==> src/rtl/counter_ctrl.sv <==
// Push-button front end for the up/down counter: synchronise, debounce and edge-detect
// three buttons, then drive enable/direction from a three-state run FSM. Optional: CTRL_TOGGLE_EN.
module counter_ctrl #(
  parameter int DEBOUNCE_CYCLES = 4
) (
  input  logic       clk,
  input  logic       rst,
  input  logic       btn_up,
  input  logic       btn_down,
  input  logic       btn_stop,
  output logic       enable,
  output logic       direction,
  output logic [1:0] state
);

  localparam int CW = $clog2(DEBOUNCE_CYCLES + 1);
  localparam logic [CW-1:0] CNT_LAST = CW'(DEBOUNCE_CYCLES - 1);

  typedef enum logic [1:0] {
    ST_STOPPED  = 2'b00,
    ST_RUN_UP   = 2'b01,
    ST_RUN_DOWN = 2'b10
  } state_t;

  // Bit order: 0 = up, 1 = down, 2 = stop.
  logic [2:0] w_btn_raw;
  logic [2:0] w_press;

  assign w_btn_raw = {btn_stop, btn_down, btn_up};

  genvar gi;
  generate
    for (gi = 0; gi < 3; gi++) begin : g_btn
      logic          r_sync1;
      logic          r_sync2;
      logic          r_db;
      logic          r_db_d;
      logic [CW-1:0] r_cnt;

      always_ff @(posedge clk) begin
        if (rst) begin
          r_sync1 <= 1'b0;
          r_sync2 <= 1'b0;
          r_db    <= 1'b0;
          r_db_d  <= 1'b0;
          r_cnt   <= '0;
        end else begin
          r_sync1 <= w_btn_raw[gi];
          r_sync2 <= r_sync1;
          r_db_d  <= r_db;
          // Level only flips after DEBOUNCE_CYCLES consecutive disagreeing samples.
          if (r_sync2 == r_db) begin
            r_cnt <= '0;
          end else if (r_cnt == CNT_LAST) begin
            r_db  <= r_sync2;
            r_cnt <= '0;
          end else begin
            r_cnt <= r_cnt + CW'(1);
          end
        end
      end

      assign w_press[gi] = r_db & ~r_db_d;
    end
  endgenerate

  state_t r_state;
  logic   r_enable;
  logic   r_direction;

  always_ff @(posedge clk) begin
    if (rst) begin
      r_state     <= ST_STOPPED;
      r_enable    <= 1'b0;
      r_direction <= 1'b1;
    end else if (w_press[2]) begin
      r_state  <= ST_STOPPED;
      r_enable <= 1'b0;
    end else if (w_press[1]) begin
      if (r_state == ST_RUN_DOWN) begin
`ifdef CTRL_TOGGLE_EN
        r_state  <= ST_STOPPED;
        r_enable <= 1'b0;
`else
        r_state  <= r_state;
`endif
      end else begin
        r_state     <= ST_RUN_DOWN;
        r_enable    <= 1'b1;
        r_direction <= 1'b0;
      end
    end else if (w_press[0]) begin
      if (r_state == ST_RUN_UP) begin
`ifdef CTRL_TOGGLE_EN
        r_state  <= ST_STOPPED;
        r_enable <= 1'b0;
`else
        r_state  <= r_state;
`endif
      end else begin
        r_state     <= ST_RUN_UP;
        r_enable    <= 1'b1;
        r_direction <= 1'b1;
      end
    end
  end

  assign enable    = r_enable;
  assign direction = r_direction;
  assign state     = r_state;

endmodule
==> config.mk <==
export PLATFORM = sky130hd
export DESIGN_NAME = counter_ctrl
export DESIGN_NICKNAME = d
export VERILOG_FILES = /design/src/rtl/counter_ctrl.sv
export SDC_FILE = /design/constraint.sdc
export NUM_CORES = 1
export LEC_CHECK = 0
export BUFFER_PORTS_ARGS = -buffer_cell sky130_fd_sc_hd__clkbuf_2
export CAP_MARGIN = 10
export CORE_UTILIZATION = 40
export CTS_CLUSTER_SIZE = 14
export DETAILED_ROUTE_END_ITERATION = 10
export MAX_ROUTING_LAYER = met4
export PLACE_DENSITY_LB_ADDON = 0.1
export SYNTH_ARGS = -nofsm -noshare
export SYNTH_HDL_FRONTEND = slang
export SYNTH_SLANG_ARGS = --single-unit
==> constraint.sdc <==
create_clock -name clk -period 1.4 [get_ports clk]
set_input_delay 0.14 -clock clk [delete_from_list [all_inputs] [get_ports clk]]
set_output_delay 0.14 -clock clk [all_outputs]
set_load 0.02 [all_outputs]
==> impl_summary.log <==
[metrics] outcome: finished, final reports clean
[metrics] total global routing track utilization: 12.3%
[metrics] drt total wl: 1.17 mm
[metrics] Static Leakage: 0.000391 uW
[metrics] total die area: 2520 sq um
[metrics] largest net degree at the start of global routing: 18
[metrics] CTS sink count: 25
[metrics] most frequent cell on the critical path: ha_1
[metrics] stage delay of the slowest cell on the critical path: 0.43 ns
[metrics] number of warnings printed during yosys synthesis: 0
[metrics] Post-Synthesis Net Count: 95
[metrics] clock-pin slew on the worst setup and hold paths: 0.12 ns
[metrics] total power: 1060 uW
[metrics] path type of the worst min-delay path: input port to flip-flop
[metrics] clock tree from TritonCTS: done
[metrics] area post-placement: 1000 sq um
[metrics] Avg Cell Area, Syn: 11.1 sq um
[metrics] slew at the pin closest to its max-slew limit: 0.321 ns
[metrics] worst max-slew margin expressed relative to the limit: 78.6%
[metrics] final hold violation count: 0
[metrics] synthesized cell area: 931 sq um
[metrics] final weighted congestion of routability-driven global placement: 0.687
[metrics] largest fanout of any net on the critical path: 3
[metrics] sum of net half-perimeters after detailed placement: 849 um
[metrics] clock buffers created by TritonCTS: 3
[metrics] master of the slowest instance on the critical path: or3_4
[metrics] max-cap violations: 0
[metrics] hold buffer count at CTS: 0
[metrics] power per unit of standard cell area: 1030 nW/um^2
[metrics] Max Transition Viols Final: 0
[metrics] Top-Level Pins: 9
[metrics] global-route wire length before repair: 2.21 mm
[metrics] remaining routing DRC violations: 0
[metrics] finished layout cell area: 1030 sq um
[metrics] horizontal die dimension: 50.2 um
[metrics] achievable frequency: 745 MHz
[metrics] later-pin clock latency in the skew report: 0.30 ns
[metrics] First DRT Iteration DRCs: 5
[metrics] share of synthesized area occupied by flip-flops and latches: 53.8%
[metrics] aggregate global routing overflow: 0
[metrics] first-pass detailed-route iteration total: 2
[metrics] count of vias placed by the detailed router: 550
[metrics] Placeable Area: 2210 sq um
[metrics] endpoints failing setup: 0
[metrics] Detail Route Antenna Nets: 0
[metrics] net count reported at finish: 107
[metrics] Critical Path End Type: flip-flop
[metrics] setup repair after global routing missed its margin: no
[metrics] data required time of the worst path: 1.65 ns
[metrics] post-CTS setup repair buffer count: 0
[metrics] number of antenna violations at the first check in global routing: 0
[metrics] unique cell type count in the Yosys netlist: 21
[metrics] final worst path period need: 1.34 ns
[metrics] count of cells resized by post-cts repair: 0
[metrics] layout cells sized above 1: 28.4%
[metrics] number of global-route vias before repair: 500
[metrics] type of the worst setup path: flip-flop to flip-flop
[metrics] clock tree buffer depth: 2
[metrics] number of synthesized register bits: 25
[metrics] antenna diode count: 0
[metrics] Worst IR Drop VDD: 818 uV
[metrics] area growth from synthesis to final layout: 10.3%
[metrics] die boundary height: 50.2 um
[metrics] number of standard cells after synthesis: 84
[metrics] Row Count: 17
[metrics] number of input and output port buffers inserted: 8
[metrics] clock root buffer: clkbuf_4
[metrics] critical path data arrival time: 1.59 ns
[metrics] initial standard-cell utilization of the core: 42.1%
[metrics] startpoint kind of the worst setup timing path: flip-flop
[metrics] DR vias/cell: 4.47
[metrics] final cycle utilization of the critical path: 95.8%
[metrics] maximum level of the CTS H-tree: 1
[metrics] WL/cell: 9.50 um
[metrics] final sum of negative setup slack: 0 ns
[metrics] clk_skew: 0.00248 ns
[metrics] fraction of the core area covered by cells at the end of the flow: 46.4%
[metrics] cells along the critical path: ha_1 > ha_1 > or3_4 > nor2_2
## sequential cells by signal, summed over array words and instances, names as in the netlist
register / count
g_btn.r_sync1: 3
direction: 1
enable: 1
g_btn.r_cnt: 9
g_btn.r_sync2: 3
g_btn.r_db: 3
g_btn.r_db_d: 3
state: 2
## metrics by stage
step	setup slack, ns	hold WS (ns)	cells
floorplan	0.179	0.212	84
global placement	0.131	0.349	119
detailed placement	0.0908	0.360	119
CTS	0.0612	0.0226	123
global route	0.00636	0.0287	123
finish	0.0584	0.0392	123
## cells in the final DEF, fill, tap and decap left out, drive strengths merged
master | netlist | routed
or3 | 4 | 4
mux2i | 3 | 3
nor3 | 2 | 2
xnor2 | 3 | 3
nor2 | 13 | 13
inv | 6 | 6
ha | 6 | 6
clkbuf | 0 | 12
dfxtp | 25 | 25
nand2b | 4 | 4
nor2b | 11 | 11
a21oi | 3 | 3
and2b | 1 | 1
a221o | 1 | 1
nand3 | 1 | 1
## synthesized netlist by cell type
master    count  area [sq um]
nor2b_2       1          8.76
mux2i_1       3          30.0
or3_1         1          6.26
dfxtp_1      25           500
nor2_1        4          15.0
nor2_2        9          56.3
a21oi_1       2          10.0
nand3_1       1          5.00
and2b_1       1          7.51
nor3_1        1          5.00
or3_4         3          33.8
xnor2_1       3          26.3
nor2b_1       9          56.3
a21oi_2       1          8.76
buf_2         1          5.00
nor2b_4       1          13.8
a221o_1       1          10.0
ha_1          6          75.1
inv_1         6          22.5
nor3_2        1          10.0
nand2b_1      4          25.0
## cell families (layout without fill, tap and decap cells)
family | count (synthesis) | after routing | synth area share (%)
AOI/OAI and AO/OA | 4 | 4 | 3.09
xor gates and xnor gates | 3 | 3 | 2.82
adders and majority gates | 6 | 6 | 8.06
buffers and inverters | 7 | 18 | 2.96
DFF | 25 | 25 | 53.8
muxes | 3 | 3 | 3.23
and+or+nand+nor | 36 | 36 | 26.1
## area by class of cell
cell class / count / area, sq um
fill: 226 / 1180
tap: 28 / 35.0
timing repair buffer: 8 / 40.0
sequential: 25 / 500
multi-input combinational: 52 / 403
clock buffer: 4 / 26.3
inverter: 6 / 22.5
## routing by layer
| layer | wire [um] | track usage [%] | vias to the layer above |
|---|---|---|---|
| met3 | 36 | 5.76 | 2 |
| met2 | 492 | 16.9 | 4 |
| li1 | - | - | 294 |
| met4 | 17 | 5.71 | 0 |
| met5 | 0 | - | - |
| met1 | 622 | 15.0 | 250 |
## power by group
group	switching (uW)	internal, uW
clock	190	111
sequential	4.89	722
combinational	16.4	15.7
## worst max-delay path: cells and delay by family (launching register included)
kind          cells  cell delay, ns
simple gates      2            0.53
flops             1            0.35
fa+ha+maj         2            0.41
## worst paths after layout
kind,startpoint,endpoint,slack (ns),depth (start not counted)
max,g_btn[2].r_cnt[0],g_btn[2].r_cnt[0],0.06,4
min,btn_stop,g_btn[2].r_sync1,0.04,2
max reg2reg,g_btn[2].r_cnt[0],g_btn[2].r_cnt[0],0.06,4
min reg2reg,g_btn[1].r_cnt[0],g_btn[1].r_cnt[0],0.44,1
Power figures use the tool's default switching activity.
